[src/rtl/upg_load_sequencer.sv]
// ============================================================================
// upg_load_sequencer: UART programming load sequencer (start debounce, CPU /
// UPG reset ownership, IMEM/DMEM write steering, load word counters)
// Revision: 1.0
// ============================================================================
`default_nettype none

module upg_load_sequencer #(
  parameter int DEBOUNCE_CYCLES = 16,
  parameter int TIMEOUT_CYCLES  = 50_000_000,
  parameter int RESET_STRETCH   = 8
) (
  input  logic        iFpgaClk,
  input  logic        iFpgaRst,
  input  logic        iStartReceiveCoe,
  input  logic        iUpgWen,
  input  logic [14:0] iUpgAdr,
  input  logic        iUpgDone,
  output logic        oUpgReset,
  output logic        oCpuReset,
  output logic        oImemWen,
  output logic        oDmemWen,
  output logic        oLoading,
  output logic        oError,
  output logic [15:0] oImemWords,
  output logic [15:0] oDmemWords
);

  localparam int DEB_W = (DEBOUNCE_CYCLES > 1) ? $clog2(DEBOUNCE_CYCLES) : 1;
  localparam int TO_W  = (TIMEOUT_CYCLES  > 1) ? $clog2(TIMEOUT_CYCLES)  : 1;
  localparam int STR_W = (RESET_STRETCH   > 1) ? $clog2(RESET_STRETCH)   : 1;

  localparam logic [DEB_W-1:0] DEB_LAST = DEB_W'(DEBOUNCE_CYCLES - 1);
  localparam logic [TO_W-1:0]  TO_LAST  = TO_W'(TIMEOUT_CYCLES - 1);
  localparam logic [STR_W-1:0] STR_LAST = STR_W'(RESET_STRETCH - 1);
  localparam logic [15:0]      WORDS_MAX = 16'hFFFF;

  typedef enum logic [2:0] {
    ST_RUN      = 3'd0,
    ST_DEBOUNCE = 3'd1,
    ST_LOAD     = 3'd2,
    ST_STRETCH  = 3'd3,
    ST_ERROR    = 3'd4
  } state_t;

  state_t             state_q, state_d;
  logic               start_meta_q, start_sync_q, start_sync_dly_q;
  logic [DEB_W-1:0]   deb_cnt_q, deb_cnt_d;
  logic [TO_W-1:0]    to_cnt_q, to_cnt_d;
  logic [STR_W-1:0]   str_cnt_q, str_cnt_d;
  logic [15:0]        imem_words_q, imem_words_d;
  logic [15:0]        dmem_words_q, dmem_words_d;
  logic               start_rise;
  logic               unused_adr;

  assign start_rise = start_sync_q & ~start_sync_dly_q;
  assign unused_adr = ^iUpgAdr[13:0];

  always_ff @(posedge iFpgaClk or posedge iFpgaRst) begin
    if (iFpgaRst) begin
      state_q          <= ST_STRETCH;
      start_meta_q     <= 1'b0;
      start_sync_q     <= 1'b0;
      start_sync_dly_q <= 1'b0;
      deb_cnt_q        <= '0;
      to_cnt_q         <= '0;
      str_cnt_q        <= STR_LAST;
      imem_words_q     <= '0;
      dmem_words_q     <= '0;
    end else begin
      state_q          <= state_d;
      start_meta_q     <= iStartReceiveCoe;
      start_sync_q     <= start_meta_q;
      start_sync_dly_q <= start_sync_q;
      deb_cnt_q        <= deb_cnt_d;
      to_cnt_q         <= to_cnt_d;
      str_cnt_q        <= str_cnt_d;
      imem_words_q     <= imem_words_d;
      dmem_words_q     <= dmem_words_d;
    end
  end

  always_comb begin
    state_d      = state_q;
    deb_cnt_d    = deb_cnt_q;
    to_cnt_d     = to_cnt_q;
    str_cnt_d    = str_cnt_q;
    imem_words_d = imem_words_q;
    dmem_words_d = dmem_words_q;
    oImemWen     = 1'b0;
    oDmemWen     = 1'b0;

    case (state_q)
      ST_RUN, ST_ERROR: begin
        if (start_rise) begin
          state_d   = ST_DEBOUNCE;
          deb_cnt_d = '0;
        end
      end
      ST_DEBOUNCE: begin
        // A release before the count completes always lands in RUN, even from ERROR.
        if (!start_sync_q) begin
          state_d = ST_RUN;
        end else if (deb_cnt_q == DEB_LAST) begin
          state_d      = ST_LOAD;
          to_cnt_d     = '0;
          imem_words_d = '0;
          dmem_words_d = '0;
        end else begin
          deb_cnt_d = deb_cnt_q + 1'b1;
        end
      end
      ST_LOAD: begin
        oImemWen = iUpgWen & ~iUpgAdr[14];
        oDmemWen = iUpgWen &  iUpgAdr[14];
        if (oImemWen && imem_words_q != WORDS_MAX) imem_words_d = imem_words_q + 16'd1;
        if (oDmemWen && dmem_words_q != WORDS_MAX) dmem_words_d = dmem_words_q + 16'd1;
        to_cnt_d = iUpgWen ? '0 : to_cnt_q + 1'b1;
        // Done wins over timeout; a write in the done cycle is still counted above.
        if (iUpgDone) begin
          state_d   = ST_STRETCH;
          str_cnt_d = STR_LAST;
        end else if (!iUpgWen && to_cnt_q == TO_LAST) begin
          state_d = ST_ERROR;
        end
      end
      ST_STRETCH: begin
        if (str_cnt_q == '0) state_d = ST_RUN;
        else                 str_cnt_d = str_cnt_q - 1'b1;
      end
      default: state_d = ST_RUN;
    endcase
  end

  always_comb begin
    oCpuReset = 1'b1;
    oUpgReset = 1'b1;
    oLoading  = 1'b0;
    oError    = 1'b0;
    case (state_q)
      ST_RUN, ST_DEBOUNCE: oCpuReset = 1'b0;
      ST_LOAD: begin
        oUpgReset = 1'b0;
        oLoading  = 1'b1;
      end
      ST_ERROR: oError = 1'b1;
      default: ;
    endcase
  end

  assign oImemWords = imem_words_q;
  assign oDmemWords = dmem_words_q;

endmodule

`default_nettype wire

[config.mk]
export PLATFORM = sky130hd
export DESIGN_NAME = upg_load_sequencer
export DESIGN_NICKNAME = d
export VERILOG_FILES = /design/src/rtl/upg_load_sequencer.sv
export SDC_FILE = /design/constraint.sdc
export NUM_CORES = 1
export LEC_CHECK = 0
export CORE_MARGIN = 3
export CORE_UTILIZATION = 50
export DETAILED_ROUTE_END_ITERATION = 8
export PLACE_DENSITY_LB_ADDON = 0.08
export SLEW_MARGIN = 20
export SYNTH_ARGS = -nofsm -noshare
export SYNTH_HDL_FRONTEND = slang
export SYNTH_SLANG_ARGS = --single-unit
[constraint.sdc]
create_clock -name iFpgaClk -period 2.1 [get_ports iFpgaClk]
set_input_delay 0.315 -clock iFpgaClk [delete_from_list [all_inputs] [get_ports iFpgaClk]]
set_output_delay 0.315 -clock iFpgaClk [all_outputs]
set_load 0.005 [all_outputs]
=== After elaboration in Yosys (flattened, before gate mapping) ===
Cells that the tools add are included.

* Flip-flop bits (word level): 71
* Input port bits: 20

* $add $sub $neg: 5
* Equality and inequality tests: 19
* Multiplexer cells: 30
* Bitwise logic cells: 5
* Reductions and logical operators: 17

{| class="wikitable"
|+ Operators by type and width
! cell !! number
|-
| $mux W26 || 3
|-
| $mux W16 || 4
|-
| $pmux W16 S2 || 2
|-
| $pmux W26 S2 || 1
|-
| $add A16 B1 Y16 const B || 2
|-
| $ne A16 B16 Y1 const B || 2
|-
| $add A26 B1 Y26 const B || 1
|-
| $eq A26 B26 Y1 const B || 1
|-
| $mux W3 || 8
|-
| $ne A2 B2 Y1 const B || 9
|-
| $reduce_and A4 Y1 || 4
|-
| $mux W4 || 3
|-
| $pmux W3 S4 || 1
|-
| $pmux W4 S2 || 1
|-
| $eq A3 B2 Y1 const B || 2
|-
| $logic_not A3 Y1 || 2
|-
| $mux W1 || 6
|-
| $ne A3 B3 Y1 const B || 2
|-
| $pmux W3 S2 || 1
|-
| $reduce_and A3 Y1 || 2
|-
| $reduce_bool A2 Y1 || 3
|-
| $add A4 B1 Y4 const B || 1
|-
| $eq A4 B4 Y1 const B || 1
|-
| $reduce_or A2 Y1 || 2
|-
| 7 further kinds || 12
|}

=== Depth between registers and ports, before layout ===
* Depth after elaboration: 5
* Depth in mapped cells: 9
* Depth with buffers taken out: 7

=== Worst setup path before layout ===
OpenSTA, ideal clock, no wires.

* Kind: flip-flop to flip-flop
* Start point: register str_cnt_q[0]
* End point: register state_q[2]
* Data arrival time: 1,906 ps
* Path slack: 73 ps
* Stages on the path, launching flop included: 8
* Buffers on the path: 0
* Period minus slack after synthesis: 2,027 ps
* Cell sequence: dfstp_2 > inv_1 > ha_1 > ha_1 > or3b_2 > o311ai_0 > nor4_1 > o22a_1

* Cells in the longest elaborated chain, start to end: 3

{| class="wikitable"
|+ RTL lines
! item !! line !! RTL
|-
| start: declaration || 50 || <nowiki>logic [STR_W-1:0] str_cnt_q, str_cnt_d;</nowiki>
|-
| start signal: assignment || 77 || <nowiki>str_cnt_q <= str_cnt_d;</nowiki>
|-
| $logic_not A3 Y1 || 128 || <nowiki>if (str_cnt_q == '0) state_d = ST_RUN;</nowiki>
|-
| $ne A2 B2 Y1 (no line) || - ||
|-
| $reduce_and A4 Y1 (no line) || - ||
|-
| end signal: assignment || 71 || <nowiki>state_q <= state_d;</nowiki>
|-
| end: declaration || 46 || <nowiki>state_t state_q, state_d;</nowiki>
|}

No other way between the ends.
A chain may end at the register's enable or synchronous reset.

=== Worst setup path in the final report ===
* Start point: register state_q[1]
* End point: output oImemWen

* Cells in the longest elaborated chain, start to end: 2

{| class="wikitable"
|+ RTL lines
! item !! line !! RTL
|-
| $eq A3 B2 Y1 || 93 || <nowiki>case (state_q)</nowiki>
|-
| $mux W1 || 93 ||
|-
| end: declaration || 21 || <nowiki>output logic oImemWen,</nowiki>
|}

No other way between the ends.

==> impl_metrics.py <==
metrics = {
    "outcome": {
        "status": "finished clean",
    },
    "synth": {
        "async_flop_share_pct": 100.0,
        "synth_area_um2": 4031,
        "synthCells": 453,
        "synth_edf_count": 0,
        "synth.mux.area_fraction_pct": 1.738,
        "syn_area_per_cell_um2": 8.899,
        "synth_xor_area_share_pct": 1.521,
        "synth-seq-cells": 71,
        "synth-compound-area-share_pct": 19.93,
        "yosys.area_share.adder_pct": 1.862,
        "synth-main-ff-cell": "dfrtp_1",
        "synth_fp_nets": 479,
        "yosys_warnings": 0,
        "yosysSeqAreaShare_pct": 44.23,
        "synth-simple-area-share_pct": 26.91,
        "synth_cell_types": 57,
        "yosys-top-cells-area": "dfrtp_1 (41%), o21ai_0 (6.7%), nand2_1 (5.2%)",
        "synth_top_family_by_area": "simple AND/OR/NAND/NOR gates",
        "synth.largest_area_cell": "dfrtp_1",
        "synthDominantCellAreaShare_pct": 40.97,
    },
    "setup_path": {
        "startpoint": "state_q[1]",
        "worstSetupPathDepth": 3,
        "cp-start-kind": "register",
        "required_ns": 1.78,
        "rr_worst_depth": 5,
        "path_buf_inv": 1,
        "critical_path_peak_fanout": 7,
        "arrival_ns": 1.74,
        "path_class": "reg2out",
        "critPathTopFamily": "simple AND/OR/NAND/NOR gates",
        "r2r-start": "state_q[1]",
        "slowest_delay_ns": 0.55,
        "end_kind": "primary output",
        "worstPathCellList": "or3b_4 > nor2_4 > clkdlybuf4s15_1",
        "crit_slowest_cell": "dfstp_2",
    },
    "sta": {
        "fmax_mhz": 487.8,
        "final.period_utilization_pct": 97.62,
        "finalHoldViolCount": 0,
        "worstMarginPinSlew_ns": 0.5613,
        "setup_viol": 0,
        "fin_tns_setup_ns": 0,
        "whs_ns": 0.3702,
        "fin_skew_ns": 0.01242,
        "relSlewSlack_pct": 62.58,
        "slew_viol_final": 0,
        "rsz0062_at_grt": "true",
        "layout_min_cycle_time_ns": 2.050,
    },
    "place": {
        "placed_cell_area_um2": 4850,
        "hpwl_mm": 7.140,
        "portBuffers": 43,
        "gp_congestion": 0.8324,
    },
    "power_and_ir_drop": {
        "power_density_nw_per_um2": 824.5,
        "pwr-share-comb_pct": 29.4,
        "ir_drop_v": 0.0005408,
        "p_int_mw": 2.889,
        "switching_share_pct": 32.01,
        "p_leak_nw": 2.301,
        "seqPwrFrac_pct": 40.6,
        "clock_power_share_pct": 30.0,
        "p_switching_mw": 1.361,
    },
    "grt": {
        "antenna_found_initial": 0,
        "grt_overflow": 0,
        "grt_pass1_vias": 3662,
        "grt_max_degree": 72,
        "grt_usage_pct": 23.90,
        "grt_pass1_wl_mm": 17.28,
    },
    "cts": {
        "cts_tree": "yes",
        "clock_sinks": 71,
        "cts.reportedPaths.clkPinSlew_ns": 0.07,
        "cts_root_buf": "clkbuf_8",
        "htree_levels": 3,
        "numCtsBuffers": 9,
        "clock_latency_ns": 0.36,
        "cts_buffer_depth": 2,
    },
    "cells_and_area": {
        "fin_nets": 562,
        "final_common_cell": "dfrtp_1",
        "fill_cells": 654,
        "most-common-layout-cells": "dfrtp_1 (66), nand2_1 (56), o21ai_0 (53)",
        "drive_above_1_share_pct": 16.45,
        "syn2layout_area_growth_pct": 27.87,
        "diodes": 0,
        "final_core_utilization_pct": 66.37,
        "final_area_um2": 5155,
    },
    "route": {
        "num_vias": 3873,
        "avgViaCountPerCell": 6.023,
        "routedWlPerCell_um": 16.30,
        "postRouteAntennaNets": 0,
        "drtIter0Drc": 242,
        "totalWireLength_mm": 10.48,
        "dr.pass1.iters": 5,
        "drc": 0,
    },
    "die": {
        "num_rows": 32,
        "start_util_pct": 51.90,
        "die_h_um": 95.79,
        "core_area_um2": 7767,
        "ios": 58,
        "die_area_um2": 9176,
        "die_width_um": 95.79,
    },
    "job": {
        "max-cap-violations": 0,
    },
    "min_path": {
        "hp-start": "start_meta_q",
        "hold_path.class": "reg2reg",
        "whs_path_depth": 0,
    },
}
## synth_stat cells (2+ instances only)
cell	count
a21o_1	4
a21oi_1	14
a221o_1	3
a22o_1	2
a31oi_1	25
a41oi_1	6
and2_1	10
and3_1	16
and4_1	7
buf_2	5
buf_6	3
clkbuf_1	10
dfrtp_1	66
dfstp_2	5
ha_1	6
inv_1	11
mux2i_1	7
nand2_1	56
nand2b_1	4
nand3_1	25
nand4_1	20
nor2_1	31
nor2_2	2
nor2b_1	2
nor3_1	5
nor3b_1	2
nor4_1	4
o211ai_1	2
o21a_1	2
o21ai_0	54
o31ai_1	6
o41ai_1	2
or3_1	5
or4_1	3
xor2_1	6
## sequential cells by signal (all words and copies together) (netlist names)
| register | cells |
|---|---|
| start_sync_dly_q | 1 |
| oDmemWords | 16 |
| str_cnt_q | 3 |
| start_sync_q | 1 |
| oImemWords | 16 |
| deb_cnt_q | 4 |
| state_q | 3 |
| start_meta_q | 1 |
| to_cnt_q | 26 |
## final timing paths
path / endpoint / slack [ns]
max in group asynchronous: str_cnt_q[1] / 1.35
min reg2reg: start_sync_q / 0.37
min in group asynchronous: oDmemWords[8] / 0.39
max reg2reg: oDmemWords[13] / 0.06
min: start_sync_q / 0.37
max: oImemWen / 0.05
## power groups by stage
stage | combinational (mW) | clock (mW) | sequential [mW]
detailed placement | 1.20 | 0 | 1.75
global route | 1.40 | 1.35 | 1.76
CTS | 1.23 | 1.30 | 1.72
floorplan | 0.629 | 0 | 1.75
finish | 1.25 | 1.28 | 1.72
global placement | 1.16 | 0 | 1.74
## metrics by stage
stage,total power [mW],setup WS (ns),std cells
final,4.250,0.04997,643
after global routing,4.506,-0.01093,643
after CTS,4.246,0.001263,641
after detailed placement,2.944,-0.1348,622
after global placement,2.897,-0.1043,622
after floorplan,2.378,0.07297,453
## metal layers
layer / global-route usage [%] / wire, um
met4: 6.872 / 140
met1: 31.54 / 4537
met3: 5.317 / 561
met5: 0 / 0
met2: 39.49 / 5240
## worst register-to-register path, stage by stage (launching register included)
cell	delay, ns
dfstp_2	0.55
or3b_4	0.49
nor2_8	0.16
a21boi_4	0.26
nor2_1	0.11
a221o_1	0.35
## cell families (layout without fill, tap and decap cells)
family,after synthesis,in the layout
xor gates and xnor gates,7,7
DFF,71,71
and+or+nand+nor,202,202
muxes,7,7
adders and majority gates,6,6
buffers and inverters,31,119
AOI/OAI and AO/OA,129,129
## final cells by class
cell class                      count  area [um^2]  area share, %
Timing Repair Buffer               91        817.0          15.85
Inverter                           12        56.30          1.092
Clock inverter                      5        80.08          1.553
Sequential cell                    71         1783          34.59
Clock buffer                       11        151.4          2.937
Multi-Input combinational cell    351         2140          41.50
Tap cell                          102        127.6          2.476
## timing repair
action	in CTS	in global routing
pin swaps	0	4
buffers inserted	4	2
hold endpoints to repair	0	0
endpoints found under the setup margin	22	24
resized for setup	11	18
hold buffers	0	0
Note: power is estimated with default switching activity, not from simulation.
